==> config.mk <==
export PLATFORM = sky130hd
export DESIGN_NAME = fetch_ctrl
export DESIGN_NICKNAME = d
export VERILOG_FILES = /design/src/rtl/fetch_pkg.sv /design/src/rtl/fetch_ctrl.sv
export SDC_FILE = /design/constraint.sdc
export NUM_CORES = 1
export LEC_CHECK = 0
export CAP_MARGIN = 20
export CORE_UTILIZATION = 40
export CTS_CLUSTER_SIZE = 28
export DETAILED_ROUTE_END_ITERATION = 10
export PLACE_DENSITY_LB_ADDON = 0.3
export SETUP_SLACK_MARGIN = 0.05
export SYNTH_ARGS = -nofsm -noshare
export SYNTH_HDL_FRONTEND = slang
export SYNTH_SLANG_ARGS = --single-unit
==> constraint.sdc <==
create_clock -name clk -period 2 [get_ports clk]
set_clock_uncertainty 0.2 [all_clocks]
set_input_delay 0.3 -clock clk [delete_from_list [all_inputs] [get_ports clk]]
set_output_delay 0.3 -clock clk [all_outputs]
set_load 0.01 [all_outputs]
==> src/rtl/fetch_pkg.sv <==
// Shared types and constants for the instruction-fetch sequencer.
package fetch_pkg;

    typedef enum logic [1:0] {
        IDLE  = 2'd0,
        RUN   = 2'd1,
        HOLD  = 2'd2,
        FLUSH = 2'd3
    } fetch_state_t;

    localparam int          INSTR_W   = 32;
    localparam int          PC_INC    = 4;
    localparam logic [31:0] NOP_INSTR = 32'h0000_0013;

    // Word-align a byte address by clearing the two low bits.
    function automatic logic [31:0] align_pc(input logic [31:0] pc);
        return {pc[31:2], 2'b00};
    endfunction

endpackage

==> src/rtl/fetch_ctrl.sv <==
// Instruction-fetch sequencer in front of a 1-cycle-latency synchronous imem.
// Owns the fetch PC, tags returning words with their PC, squashes wrong-path
// words after a redirect and holds the presented word while IF/ID stalls.
// Optional build macro FETCH_PERF_EN adds accepted-instruction and bubble
// counters (perf_fetched, perf_bubbles).
//
// state | meaning
// IDLE  | first cycle after reset, nothing in flight yet
// RUN   | imem_dout carries the word fetched last cycle (tagged by req_pc)
// HOLD  | IF/ID stalled, presenting the captured word from hold regs
// FLUSH | redirect pending, whatever imem returns is wrong-path and dropped
module fetch_ctrl
    import fetch_pkg::*;
#(
    parameter int          ADDR_W   = 9,
    parameter logic [31:0] RESET_PC = 32'h0000_0000
) (
    input  logic               clk,
    input  logic               reset,
    input  logic               stall,
    input  logic               jmp,
    input  logic [31:0]        jmp_pc,
    output logic               imem_en,
    output logic [ADDR_W-1:0]  imem_addr,
    input  logic [INSTR_W-1:0] imem_dout,
    output logic [31:0]        pc_out,
    output logic [INSTR_W-1:0] instruction,
`ifdef FETCH_PERF_EN
    output logic [31:0]        perf_fetched,
    output logic [31:0]        perf_bubbles,
`endif
    output logic               valid
);

    fetch_state_t       state, state_n;
    logic [31:0]        fpc;
    logic [31:0]        req_pc;
    logic [INSTR_W-1:0] hold_instr;
    logic [31:0]        hold_pc;

    logic               issue;
    logic               redirect;
    logic               capture;
    logic               valid_c;
    logic [31:0]        pc_c;
    logic [INSTR_W-1:0] instr_c;

    // Next-state, issue/redirect decisions and presented outputs.
    always_comb begin
        state_n  = state;
        issue    = 1'b0;
        redirect = 1'b0;
        capture  = 1'b0;
        valid_c  = 1'b0;
        pc_c     = 32'h0;
        instr_c  = NOP_INSTR;
        case (state)
            IDLE: begin
                if (jmp) begin
                    redirect = 1'b1;
                    state_n  = FLUSH;
                end else begin
                    issue   = 1'b1;
                    state_n = RUN;
                end
            end
            RUN: begin
                pc_c    = req_pc;
                instr_c = imem_dout;
                if (jmp) begin
                    redirect = 1'b1;
                    state_n  = FLUSH;
                end else begin
                    valid_c = 1'b1;
                    if (stall) begin
                        capture = 1'b1;
                        state_n = HOLD;
                    end else begin
                        issue = 1'b1;
                    end
                end
            end
            HOLD: begin
                pc_c    = hold_pc;
                instr_c = hold_instr;
                if (jmp) begin
                    redirect = 1'b1;
                    state_n  = FLUSH;
                end else begin
                    valid_c = 1'b1;
                    if (!stall) begin
                        // Held word is consumed now; next word lands next cycle.
                        issue   = 1'b1;
                        state_n = RUN;
                    end
                end
            end
            FLUSH: begin
                // Stall is ignored here: nothing valid is presented to hold.
                if (jmp) begin
                    redirect = 1'b1;
                end else begin
                    issue   = 1'b1;
                    state_n = RUN;
                end
            end
            default: begin
                state_n = IDLE;
            end
        endcase
        if (reset) begin
            issue    = 1'b0;
            redirect = 1'b0;
            capture  = 1'b0;
            valid_c  = 1'b0;
            pc_c     = 32'h0;
            instr_c  = '0;
        end
    end

    assign imem_en     = issue;
    assign imem_addr   = fpc[ADDR_W+1:2];
    assign valid       = valid_c;
    assign pc_out      = pc_c;
    assign instruction = instr_c;

    // State register, fetch PC, in-flight tag and stall capture.
    always_ff @(posedge clk) begin
        if (reset) begin
            state      <= IDLE;
            fpc        <= RESET_PC;
            req_pc     <= 32'h0;
            hold_instr <= '0;
            hold_pc    <= 32'h0;
        end else begin
            state <= state_n;
            if (redirect) begin
                fpc <= align_pc(jmp_pc);
            end else if (issue) begin
                req_pc <= fpc;
                fpc    <= fpc + 32'(PC_INC);
            end
            if (capture) begin
                hold_instr <= imem_dout;
                hold_pc    <= req_pc;
            end
        end
    end

`ifdef FETCH_PERF_EN
    // Accepted-instruction and bubble counters, wrapping on overflow.
    always_ff @(posedge clk) begin
        if (reset) begin
            perf_fetched <= 32'h0;
            perf_bubbles <= 32'h0;
        end else begin
            if (valid_c && !stall) begin
                perf_fetched <= perf_fetched + 32'd1;
            end
            if (!valid_c) begin
                perf_bubbles <= perf_bubbles + 32'd1;
            end
        end
    end
`endif

endmodule

==> results_dict.tcl <==
set metrics [dict create \
    dieArea_mm2 0.01506 \
    max_stage_delay_ns 0.34 \
    syn_inst 742 \
    power.leakage_nw 3.655 \
    antenna_left 0 \
    critPathBufInv 3 \
    ys.flop_type "dfxtp_1" \
    clockPowerShare_pct 40.8 \
    rows 43 \
    max_cap_violations 0 \
    clock-sinks 124 \
    ios 143 \
    setup_ws_ns -0.2624 \
    violations "setup timing" \
    io_buffers 138 \
    routed_wl_um 19740 \
    grt_pass1_wl_um 29050 \
    min-delay-start "hold_instr[15]" \
    cp_max_fo 6 \
    core_area_mm2 0.01404 \
    r2r-start "state[0]" \
    min_to "hold_instr[15]" \
    grt_max_degree 47 \
    insertion_delay_ns 0.42 \
    arrival_ns 1.76 \
    peakVddDrop_mv 0.6774 \
    internal_power_mw 4.968 \
    fin_area_mm2 0.009482 \
    crit_path_start_kind "flop" \
    crit_type "flop to output port" \
    drv_slew 0 \
    synthToLayoutAreaGrowth_pct 62.69 \
    grt_overflow 0 \
    path_delay_family "simple AND/OR/NAND/NOR gates" \
    power_density_mw_per_mm2 714.7 \
    synth_area_leader_cell "dfxtp_1" \
    syn_area_per_cell_um2 7.855 \
    antenna_found_initial 0 \
    hold_class "flop to flop" \
    synthMostInstantiatedCell "nand2_1" \
    h-tree-depth 4 \
    dr.pass1.iters 5 \
    synth.area.top_cells "dfxtp_1 43%, nand2_1 9.7%, a22oi_1 7.6%, a21oi_1 6.4%, nor2_1 5.5%" \
    seqPwrFrac_pct 39.0 \
    setup_viol 115 \
    rsz0062_at_grt "yes" \
    num_antenna_cells 0 \
    start_util_pct 41.50 \
    fin_util_pct 67.52 \
    ys_types 50 \
    slowest_stage "or2_4" \
    fmax_mhz 442.0 \
    num-nets-final 1002 \
    synth.ff_latch_count 124 \
    die_h_um 122.7 \
    path_clk_slew_ns 0.05 \
    place_ws_ns -0.3555 \
    yosysSeqAreaShare_pct 42.59 \
    path_cells "inv_2 -> ha_4 -> or2_4 -> clkbuf_16 -> nor2_1 -> buf_2" \
    power_switching_share_pct 26.70 \
    worstRegToRegCells 10 \
    drc 0 \
    synth_area_mm2 0.005828 \
    vias_per_cell 5.553 \
    required_ns 1.50 \
    grt_pass1_vias 5822 \
    reg2reg_slack_ns -0.19 \
    finalHoldViolCount 0 \
    yosysWarnings 0 \
    p_comb_share_pct 20.2 \
    dp_hpwl_um 11700 \
    die_w_um 122.7 \
    drt-wirelength-per-cell_um 17.61 \
    cts_tree "yes" \
    drive_gt1_share_pct 34.64 \
    fin_setup_tns_ns -16.35 \
    status "finished, violations left" \
    clockBufferDepth 2 \
    place_area_mm2 0.007884 \
    synth_edf_count 0 \
    p_sw_mw 1.809 \
    root_buffer "clkbuf_16" \
    vias 6225 \
    cts_hold_buf 0 \
    rr_endpoint "fpc[16]" \
    cts_buffers 17 \
    min_period_ns 2.262 \
    gp_congestion 0.8645 \
    whs_path_depth 2 \
    grt.total_usage_pct 24.69 \
    post-route-period-util_pct 113.1 \
    dr.first_iter.drc_count 347 \
    synthArstFlopShare_pct 0 \
    worst_setup_path_end_kind "output port" \
    yosysTopAreaCellShare_pct 42.59 \
    synth_commonest_cells "150 x nand2_1, 124 x dfxtp_1, 86 x nor2_1" \
]
## power by group through the flow
stage	Combinational [mW]	Sequential [mW]	Clock, mW
2_1_floorplan	0.498	2.69	0
3_3_place_gp	1.03	2.68	0
3_5_place_dp	1.04	2.68	0
4_1_cts	1.12	2.64	2.79
5_1_grt	1.44	2.65	2.90
6_report	1.37	2.64	2.77
## registers in the layout, indices dropped and copies added, names as in the netlist
name / flops
fpc: 30
req_pc: 30
hold_pc: 30
hold_instr: 32
state: 2
## cell usage in the layout, fill, tap and decap left out, drive strengths merged, types with 11 or more instances in the layout
master	count
a22o	30
nor4	11
nor2	87
a22oi	59
nand2	150
clkdlybuf4s50	66
xnor2	18
nand3	17
a21oi	74
a211oi	13
clkbuf	34
dfxtp	124
buf	164
## stage by stage
step / total power [mW] / instances / hold WS [ns]
6_report: 6.777 / 1121 / 0.2513
5_1_grt: 6.994 / 1121 / 0.2468
4_1_cts: 6.545 / 1111 / 0.2454
3_5_place_dp: 3.719 / 1066 / 0.2460
3_3_place_gp: 3.712 / 1066 / 0.2406
2_1_floorplan: 3.184 / 743 / 0.2086
## metal layers
layer  routed length, µm  track usage, %  vias to the layer above
met4                 516           10.29                        0
li1                    -               -                     2980
met1                8383           30.78                     2991
met3                1108           4.507                       40
met5                   0               0                        -
met2                9733           41.68                      214
## cell type report
class	instances	area [µm²]
multi-input combinational	540	3807
tap	180	225.2
sequential	124	2485
clock buffer	29	520.5
inverter	5	18.77
fill	1076	4561
timing repair buffer	242	2420
clock inverter	1	5.005
## worst reg2reg max path, delay by kind of cell (launching register included)
| family | cells | cell delay, ns |
|---|---|---|
| AOI/OAI and AO/OA | 3 | 0.51 |
| adders and majority gates | 1 | 0.27 |
| buffers and inverters | 4 | 0.53 |
| DFF | 1 | 0.33 |
| and+or+nand+nor | 2 | 0.27 |
## timing repair
item	4_1_cts	5_1_grt
endpoints found under the hold margin	0	0
buffers inserted	16	3
pin swaps	26	55
gates resized for setup	326	168
cloned	1	8
endpoints found under the setup margin	103	127
## cells by family (layout without fill, tap and decap cells)
logic type,after synthesis,after routing,synth area share [%]
multiplexers,6,6,1.073
AO/OA/AOI/OAI,199,199,22.95
adder cells (fa/ha/maj),4,4,0.8588
buffers and inverters,80,277,6.161
other,1,2,0.06434
AND/OR/NAND/NOR,308,309,23.29
flip-flops,124,124,42.59
XOR/XNOR,20,20,3.006
## worst max-delay path by stage
| stage | cells past startpoint | end | startpoint | slack (ns) |
|---|---|---|---|---|
| final | 6 | pc_out[31] | state[0] | -0.26 |
| after detailed placement | 4 | imem_en | jmp | -0.36 |
| after CTS | 6 | instruction[23] | state[0] | -0.30 |
| after global placement | 4 | imem_en | jmp | -0.36 |
| after global routing | 6 | instruction[12] | state[0] | -0.33 |
| after floorplan | 8 | fpc[10] | state[0] | -0.02 |
Note: power is estimated with default switching activity, not from simulation.
